==> src/rtl/block_mover.sv <==
// Per-frame x/y origin controller for a rectangular block sprite.
// Moves the block during vertical blanking and bounces it off the screen edges.
module block_mover #(
  parameter int WIDTH    = 256,
  parameter int HEIGHT   = 256,
  parameter int SCREEN_W = 1280,
  parameter int SCREEN_H = 720,
  parameter int X_START  = 512,
  parameter int Y_START  = 232
) (
  input  logic        clk_pixel,
  input  logic        rst_in,
  input  logic        new_frame_in,
  input  logic        run_in,
  input  logic [3:0]  dx_in,
  input  logic [3:0]  dy_in,
  output logic [10:0] x_out,
  output logic [9:0]  y_out,
  output logic        dir_x_out,
  output logic        dir_y_out,
  output logic        bounce_x_out,
  output logic        bounce_y_out
);

  localparam logic [11:0] X_MAX  = 12'(SCREEN_W - WIDTH);
  localparam logic [10:0] Y_MAX  = 11'(SCREEN_H - HEIGHT);
  localparam logic [10:0] X_INIT = 11'(X_START);
  localparam logic [9:0]  Y_INIT = 10'(Y_START);

  typedef enum logic [1:0] {
    IDLE   = 2'd0,
    RUN    = 2'd1,
    CALC   = 2'd2,
    COMMIT = 2'd3
  } state_t;

  state_t      state_q;
  logic [3:0]  dx_q, dy_q;
  logic [10:0] x_q;
  logic [9:0]  y_q;
  logic        dir_x_q, dir_y_q;
  logic        bounce_x_q, bounce_y_q;

  logic [11:0] x_ext, x_sum, dx_ext;
  logic [10:0] y_ext, y_sum, dy_ext;
  logic [10:0] x_d;
  logic [9:0]  y_d;
  logic        dir_x_d, dir_y_d;
  logic        flip_x_d, flip_y_d;

  assign x_ext  = {1'b0, x_q};
  assign dx_ext = {8'b0, dx_q};
  assign x_sum  = x_ext + dx_ext;
  assign y_ext  = {1'b0, y_q};
  assign dy_ext = {7'b0, dy_q};
  assign y_sum  = y_ext + dy_ext;

  // Next x position/direction; a zero speed never moves or flips, even on an edge.
  always_comb begin
    x_d      = x_q;
    dir_x_d  = dir_x_q;
    flip_x_d = 1'b0;
    if (dx_q == 4'd0) begin
      x_d = x_q;
    end else if (!dir_x_q) begin
      if (x_sum >= X_MAX) begin
        x_d      = X_MAX[10:0];
        dir_x_d  = 1'b1;
        flip_x_d = 1'b1;
      end else begin
        x_d = x_sum[10:0];
      end
    end else begin
      if (x_ext <= dx_ext) begin
        x_d      = 11'd0;
        dir_x_d  = 1'b0;
        flip_x_d = 1'b1;
      end else begin
        x_d = x_q - {7'b0, dx_q};
      end
    end
  end

  // Next y position/direction, same rules as x.
  always_comb begin
    y_d      = y_q;
    dir_y_d  = dir_y_q;
    flip_y_d = 1'b0;
    if (dy_q == 4'd0) begin
      y_d = y_q;
    end else if (!dir_y_q) begin
      if (y_sum >= Y_MAX) begin
        y_d      = Y_MAX[9:0];
        dir_y_d  = 1'b1;
        flip_y_d = 1'b1;
      end else begin
        y_d = y_sum[9:0];
      end
    end else begin
      if (y_ext <= dy_ext) begin
        y_d      = 10'd0;
        dir_y_d  = 1'b0;
        flip_y_d = 1'b1;
      end else begin
        y_d = y_q - {6'b0, dy_q};
      end
    end
  end

  // Frame-update FSM; results land at the end of CALC so they are visible during COMMIT.
  always_ff @(posedge clk_pixel) begin
    if (rst_in) begin
      state_q    <= IDLE;
      dx_q       <= 4'd0;
      dy_q       <= 4'd0;
      x_q        <= X_INIT;
      y_q        <= Y_INIT;
      dir_x_q    <= 1'b0;
      dir_y_q    <= 1'b0;
      bounce_x_q <= 1'b0;
      bounce_y_q <= 1'b0;
    end else begin
      case (state_q)
        IDLE: begin
          if (new_frame_in && run_in) begin
            dx_q    <= dx_in;
            dy_q    <= dy_in;
            state_q <= CALC;
          end else begin
            state_q <= IDLE;
          end
        end
        RUN: begin
          if (new_frame_in) begin
            dx_q    <= dx_in;
            dy_q    <= dy_in;
            state_q <= CALC;
          end else begin
            state_q <= RUN;
          end
        end
        CALC: begin
          x_q        <= x_d;
          y_q        <= y_d;
          dir_x_q    <= dir_x_d;
          dir_y_q    <= dir_y_d;
          bounce_x_q <= flip_x_d;
          bounce_y_q <= flip_y_d;
          state_q    <= COMMIT;
        end
        COMMIT: begin
          bounce_x_q <= 1'b0;
          bounce_y_q <= 1'b0;
          state_q    <= run_in ? RUN : IDLE;
        end
        default: begin
          bounce_x_q <= 1'b0;
          bounce_y_q <= 1'b0;
          state_q    <= IDLE;
        end
      endcase
    end
  end

  assign x_out        = x_q;
  assign y_out        = y_q;
  assign dir_x_out    = dir_x_q;
  assign dir_y_out    = dir_y_q;
  assign bounce_x_out = bounce_x_q;
  assign bounce_y_out = bounce_y_q;

endmodule

==> config.mk <==
export PLATFORM = sky130hd
export DESIGN_NAME = block_mover
export DESIGN_NICKNAME = d
export VERILOG_FILES = /design/src/rtl/block_mover.sv
export SDC_FILE = /design/constraint.sdc
export NUM_CORES = 1
export LEC_CHECK = 0
export ABC_AREA = 0
export ABC_CLOCK_PERIOD_IN_PS = 2900
export CELL_PAD_IN_SITES_DETAIL_PLACEMENT = 1
export CELL_PAD_IN_SITES_GLOBAL_PLACEMENT = 1
export CORE_MARGIN = 5
export CORE_UTILIZATION = 41
export CTS_BUF_LIST = sky130_fd_sc_hd__clkbuf_8 sky130_fd_sc_hd__clkbuf_16
export DETAILED_ROUTE_END_ITERATION = 10
export PLACE_DENSITY_LB_ADDON = 0.1
export SETUP_SLACK_MARGIN = 0.05
export SYNTH_ARGS = -nofsm -noshare
export SYNTH_HDL_FRONTEND = slang
export SYNTH_SLANG_ARGS = --single-unit
==> constraint.sdc <==
create_clock -name clk_pixel -period 2.9 [get_ports clk_pixel]
set_input_delay 0.29 -clock clk_pixel [delete_from_list [all_inputs] [get_ports clk_pixel]]
set_output_delay 0.29 -clock clk_pixel [all_outputs]
set_load 0.02 [all_outputs]
==> key figures, run 1 <==
Job
  • Max Cap Violations: 0

Placement
  • # port buffers: 36
  • Pre-CTS setup slack: 0.126 ns
  • Placer Congestion: 0.879
  • Post-DP HPWL: 6450 um

Detailed routing
  • Routed WL: 8870 um
  • DR pass1 iterations: 4
  • Drt wl/cell: about 19 um
  • ANT nets after route: 0
  • Via count: 2836
  • DRC violations left: 0
  • Vias per std cell: 6.07
  • DRT iter0 DRCs: between 150 and 200

Critical path
  • Startpoint types: register
  • Family with the most delay on the worst path: simple AND/OR/NAND/NOR gates
  • Crit path kind: reg -> reg
  • Worst Path Max Fanout: 12
  • Critical Path Max Stage Delay: roughly 0.42 ns
  • CP arrival: just under 3 ns
  • Crit end category: register
  • CP required: 3.13 ns
  • Critical Path, Cell by Cell: ha_1 -> inv_1 -> fa_1 -> o21bai_1 -> a21oi_1 -> or2_2 -> mux2i_1 -> buf_4 -> or3_1 -> a21oi_2
  • Reg2reg setup slack: 0.21 ns
  • Worst Path Buf+Inv: 2
  • Worst path slowest cell: fa_1

Global route
  • Vias in the first global route: 2905
  • All-Layer GR Usage: 21.1%
  • Global route total overflow: 0
  • Pin count of the biggest net entering global routing: 25
  • Initial antenna violation count: 0
  • First-pass GRT wire length: 14600 um

Floorplan
  • Die width: ~90 um
  • Initial core utilization: 41.7%
  • Core Box Area: approximately 6700 sq um
  • Die area: 8590 sq um
  • Row Count: 30
  • Chip height: 92.7 um
  • I/O pin count: 37

Clocking
  • Hold_buf cts: 0
  • Resize count post-CTS: 0
  • Clock Path Buffers: 2
  • Clock Latency Late Sink: ~0.30 ns
  • H-Tree Level Count: 2
  • CTS clk-pin slew, worst paths: approximately 0.070 ns
  • CTS buffer count: 5
  • CTS root buffer: clkbuf_8
  • CTS sink count: 35
  • CTS tree: built
  • # Post-CTS Setup Buffers: 0

Timing
  • Final period util: 92.8%
  • Final max-slew violation count: 0
  • Max-slew headroom: 37.0%
  • RSZ-0062 raised after global routing: no
  • Final worst slack: approximately 0.21 ns
  • Worst Skew: around 0.011 ns
  • Final setup fails: 0
  • Fmax: 372 MHz
  • Fin. Hold Viols: 0
  • Min cycle time layout: 2.69 ns
  • Slew @ Worst Pin: 0.941 ns
  • Setup TNS: 0 ns

Synth
  • Most common cell in the netlist: dfxtp_1
  • Post-synth top area share: 25.0%
  • Cell variety after synth: 62
  • Mapped Nets: 384
  • Asr flop ratio synth: 0%
  • Warnings from Yosys: 0
  • Avg Inst Size Synth: 7.96 sq um
  • Post-synth EDFFs: 0
  • Top cells by area, synth: dfxtp_1 25%, ha_1 7.1%, a21oi_1 5.7%
  • Flops & latches, synth: 35
  • Synthesized cell area: 2800 sq um
  • Sequential area share after synthesis: between 20% and 30%
  • Mapped Cells: 352
  • Area leader, netlist: dfxtp_1
  • Top FF cell, synth: dfxtp_1
  • Post-synth top cells: 35 x dfxtp_1, 33 x nor2_1, 32 x a21oi_1

Power
  • PD cells: 404 nW/um^2
  • Pleak: around 1.3 nW
  • Peak VDD IR: 196 uV

Layout
  • Layout overhead on the synthesized area: 20.1%
  • Share of cells above drive strength 1: 8.79%
  • Antenna diodes: 0
  • Fin util: 50.1%
  • NumNets Final: ~420

Status
  • Status: finished, final reports clean

Min path
  • Tightest Hold Check Type: reg -> reg
tightest hold or removal path, delay by kind of cell (launching register included):
family | cells | cell delay, ns
AOI/OAI and AO/OA | 1 | 0.05
and+or+nand+nor | 1 | 0.08
DFF | 1 | 0.33
through the flow:
| stage | std cells | total power, mW | hold WS [ns] | cell area (sq um) |
|---|---|---|---|---|
| after detailed placement | 459 | 0.887 | 0.477 | 3240 |
| after global placement | 459 | 0.877 | 0.478 | 3240 |
| after CTS | 467 | 1.37 | 0.495 | 3360 |
| final | 467 | 1.36 | 0.495 | 3370 |
| after global routing | 467 | 1.44 | 0.513 | 3370 |
| after floorplan | 352 | 0.771 | 0.433 | 2800 |
final timing paths:
path,startpoint,endpoint,cells after the start
min,bounce_x_out,bounce_x_out,2
min reg2reg,bounce_x_out,bounce_x_out,2
max,dx_q[0],bounce_x_out,10
max reg2reg,dx_q[0],bounce_x_out,10
report_power, final:
part / internal [mW] / switching [mW]
clock: 0.279 / 0.200
sequential: 0.499 / 0.0287
combinational: 0.146 / 0.207
cell type report:
type / count / area (sq um)
multi-input combinational: 272 / 1910
fill: 836 / 3350
timing repair buffer: 48 / 450
tap: 80 / 100
sequential: 35 / 701
clock buffer: 6 / 82.6
clock inverter: 2 / 35.0
inverter: 24 / 90.1
flip-flops by register name, summed over array words and instances (netlist names):
register      flops
dir_y_out         1
y_out            10
bounce_y_out      1
dx_q              4
x_out            11
bounce_x_out      1
state_q           2
dy_q              4
dir_x_out         1
cell families (layout without fill, tap and decap cells):
family          Yosys count  after routing  synth area share (%)
compound gates          122            122                  30.3
buf+inv                  45             80                  7.28
mux                      10             10                  3.57
flops                    35             35                  25.0
fa+ha+maj                20             20                  10.0
xor+xnor                 17             17                  5.31
simple gates            103            103                  18.5
layer usage:
metal | vias to the layer above | track usage, % | wire, um
met1 | 1388 | 28.6 | 4200
met2 | 74 | 34.6 | 4130
met5 | - | 0 | 0
li1 | 1361 | - | -
met4 | 0 | 5.01 | 124
met3 | 13 | 4.06 | 407
layout by cell type, fill, tap and decap left out, drive strengths merged, types with 7 or more instances in the layout:
master / synthesis / routed
buf: 8 / 12
clkdlybuf4s50: 0 / 36
mux2i: 10 / 10
ha: 16 / 16
o21ai: 21 / 21
a21oi: 33 / 33
xnor2: 10 / 10
xor2: 7 / 7
nor3: 10 / 10
nor2: 33 / 33
nor2b: 11 / 11
inv: 24 / 24
a211oi: 8 / 8
dfxtp: 35 / 35
nand2: 16 / 16
Note: power is estimated with default switching activity, not from simulation.
==> run 2: changes to the inputs <==
- CORE_UTILIZATION: 41 -> 30
==> run 2 against run 1 <==
Against the previous run: sequential cell count is the same; die area grew 32%; critical path depth shrank 1; sequential share of layout area shrank 0.53 points; sequential power is essentially flat; global-route usage shrank 4.7 points; first-iteration DRC count shrank 63%; wire length grew 1.6%; critical endpoint unchanged; largest power group is now the clock network.
==> key figures, run 2 (same netlist as run 1, synthesis figures left out) <==
Timing
  • Max-slew headroom: 59.0% (+22 points)
  • Final max-slew violation count: 0 (unchanged)
  • Final period util: 91.2% (-1.6 points)
  • Setup TNS: 0 ns (unchanged)
  • Worst Skew: 0.0162 ns (+0.00488 ns)
  • Final setup fails: 0 (unchanged)
  • RSZ-0062 raised after global routing: no
  • Final worst slack: 0.256 ns (+0.0454 ns)
  • Fin. Hold Viols: 0 (unchanged)
  • Slew @ Worst Pin: 0.610 ns (-0.331 ns)
  • Min cycle time layout: 2.64 ns (-0.0454 ns)
  • Fmax: 378 MHz (+1.7%)

Placement
  • Post-DP HPWL: 6820 um (+5.6%)
  • Pre-CTS setup slack: 0.216 ns (+0.0895 ns)
  • # port buffers: 36 (unchanged)
  • Cells after DPL: 496 (+8.1%)
  • Placer Congestion: 0.817 (-7.1%)

Detailed routing
  • Via count: 2808 (-0.99%)
  • ANT nets after route: 0 (unchanged)
  • DRT iter0 DRCs: 60 (-63%)
  • Vias per std cell: 5.57 (-8.3%)
  • DRC violations left: 0 (unchanged)
  • Routed WL: 9010 um (+1.6%)
  • DR pass1 iterations: 4 (unchanged)
  • Drt wl/cell: 17.9 um (-5.8%)

Power
  • PD cells: 418 nW/um^2 (+3.4%)
  • Pleak: 1.30 nW (+2.5%)
  • Design Power: 1.44 mW (+6.3%)
  • Peak VDD IR: 160 uV (-18%)

Layout
  • Share of cells above drive strength 1: 9.92% (+1.1 points)
  • NumNets Final: 424 (+1.4%)
  • Sequential Area: 702 sq um (+0.18%)
  • Most common cell after layout, fill and taps aside: clkdlybuf4s50_1
  • Antenna diodes: 0 (unchanged)
  • Layout overhead on the synthesized area: 23.5%
  • Filler cells: 1127 (+35%)
  • Commonest non-fill, non-tap cells in the layout: 36 x clkdlybuf4s50_1, 34 x dfxtp_1, 33 x nor2_1
  • Multi-input gate area: 1900 sq um (-0.52%)
  • Non-filler cells, final: 504 (+7.9%)
  • Largest register FFs: 11 (unchanged)

Global route
  • Met1 Use GR: 23.8% (-4.8 points)
  • Pin count of the biggest net entering global routing: 25 (unchanged)
  • All-Layer GR Usage: 16.4% (-4.7 points)
  • GRT met3 Usage: 2.89% (-1.2 points)
  • Gr busiest metal: met2
  • Initial antenna violation count: 0 (unchanged)
  • Vias in the first global route: 2804 (-3.5%)
  • Met2 usage: 25.8% (-8.8 points)
  • First-pass GRT wire length: 15100 um (+3.4%)
  • Global route total overflow: 0 (unchanged)

Critical path
  • Crit end category: register
  • Critical Path, Cell by Cell: inv_1 -> fa_1 -> o21bai_1 -> a21oi_1 -> or2_2 -> mux2i_1 -> buf_4 -> or3_1 -> a21oi_2
  • Crit path kind: reg -> reg
  • CP required: 3.14 ns (about the same)
  • Worst Path Max Fanout: 5 (-7)
  • Worst path slowest cell: fa_1
  • Critical Path Max Stage Delay: 0.48 ns (+0.06 ns)
  • Startpoint types: register
  • Register-to-Register Path Depth: 9 (-1)
  • CP arrival: 2.89 ns (-0.03 ns)

Clocking
  • H-Tree Level Count: 2 (unchanged)
  • CTS sink count: 35 (unchanged)
  • CTS buffer count: 5 (unchanged)
  • CTS root buffer: clkbuf_8
  • CTS clk-pin slew, worst paths: 0.09 ns (+0.02 ns)
  • # Post-CTS Setup Buffers: 0 (unchanged)
  • Clock Path Buffers: 2 (unchanged)
  • CTS tree: built
  • Clock Latency Late Sink: 0.30 ns (about the same)

Floorplan
  • Die width: 107 um (+15%)
  • Initial core utilization: 30.6% (-11 points)
  • Die area: 11400 sq um (+32%)
  • I/O pin count: 37 (unchanged)
  • Row Count: 35 (+17%)
  • Core Box Area: 9150 sq um (+36%)
  • Chip height: 107 um (+15%)

Job
  • Max Cap Violations: 0 (unchanged)

Min path
  • WHS Path Cells: 2 (unchanged)
  • Tightest Hold Check Type: reg -> reg

Status
  • Status: finished, final reports clean
-- run 2: cell types whose count changed in the layout (fill, tap and decap cells not counted), sizes merged --
cell	delta
clkinv	-1
bufinv	+1
clkbuf	-1
clkinvlp	+1
buf	+6
-- run 2: worst max-delay path, delay by kind of cell (launching register included) --
family / cells / cell delay, ns
buffers and inverters: 2 / 0.28
adders and majority gates: 1 / 0.48
AOI/OAI and AO/OA: 3 / 0.52
muxes: 1 / 0.15
DFF: 1 / 0.44
and+or+nand+nor: 2 / 0.71
-- run 2: timing repair --
action | in CTS | in global routing
gates resized for setup | 0 | 1
hold buffers | 0 | 0
setup endpoints to repair | 0 | 3
-- run 2: stage by stage --
stage / hold WS [ns] / utilization, % / area (sq um)
final: 0.500 / 37.8 / 3460
after global placement: 0.482 / 36.3 / 3320
after global routing: 0.521 / 37.8 / 3460
after detailed placement: 0.477 / 36.3 / 3320
after floorplan: 0.433 / - / 2800
after CTS: 0.502 / 37.8 / 3460
-- run 2: layer usage --
metal  wire, um  vias up
met5          0        -
met4         48        0
met3        364        4
met2       4040       48
met1       4550     1377
li1           -     1379
-- run 2: cell type report --
class / instances / area share (%)
multi-input combinational: 272 / 54.8
sequential: 35 / 20.3
timing repair buffer: 54 / 14.3
tap: 111 / 4.01
inverter: 24 / 2.60
clock buffer: 5 / 1.99
clock inverter: 3 / 1.95
-- run 2: worst paths after layout --
check        startpoint  slack [ns]            to
max            x_out[1]        0.26  bounce_x_out
min            x_out[0]        0.50      x_out[0]
max reg2reg    x_out[1]        0.26  bounce_x_out
min reg2reg    x_out[0]        0.50      x_out[0]
-- run 2: where the power goes --
group,total (mW),internal (mW),switching (mW)
Sequential,0.528,0.499,0.0283
Combinational,0.357,0.151,0.205
Clock,0.561,0.344,0.217
Total,1.44,0.994,0.451
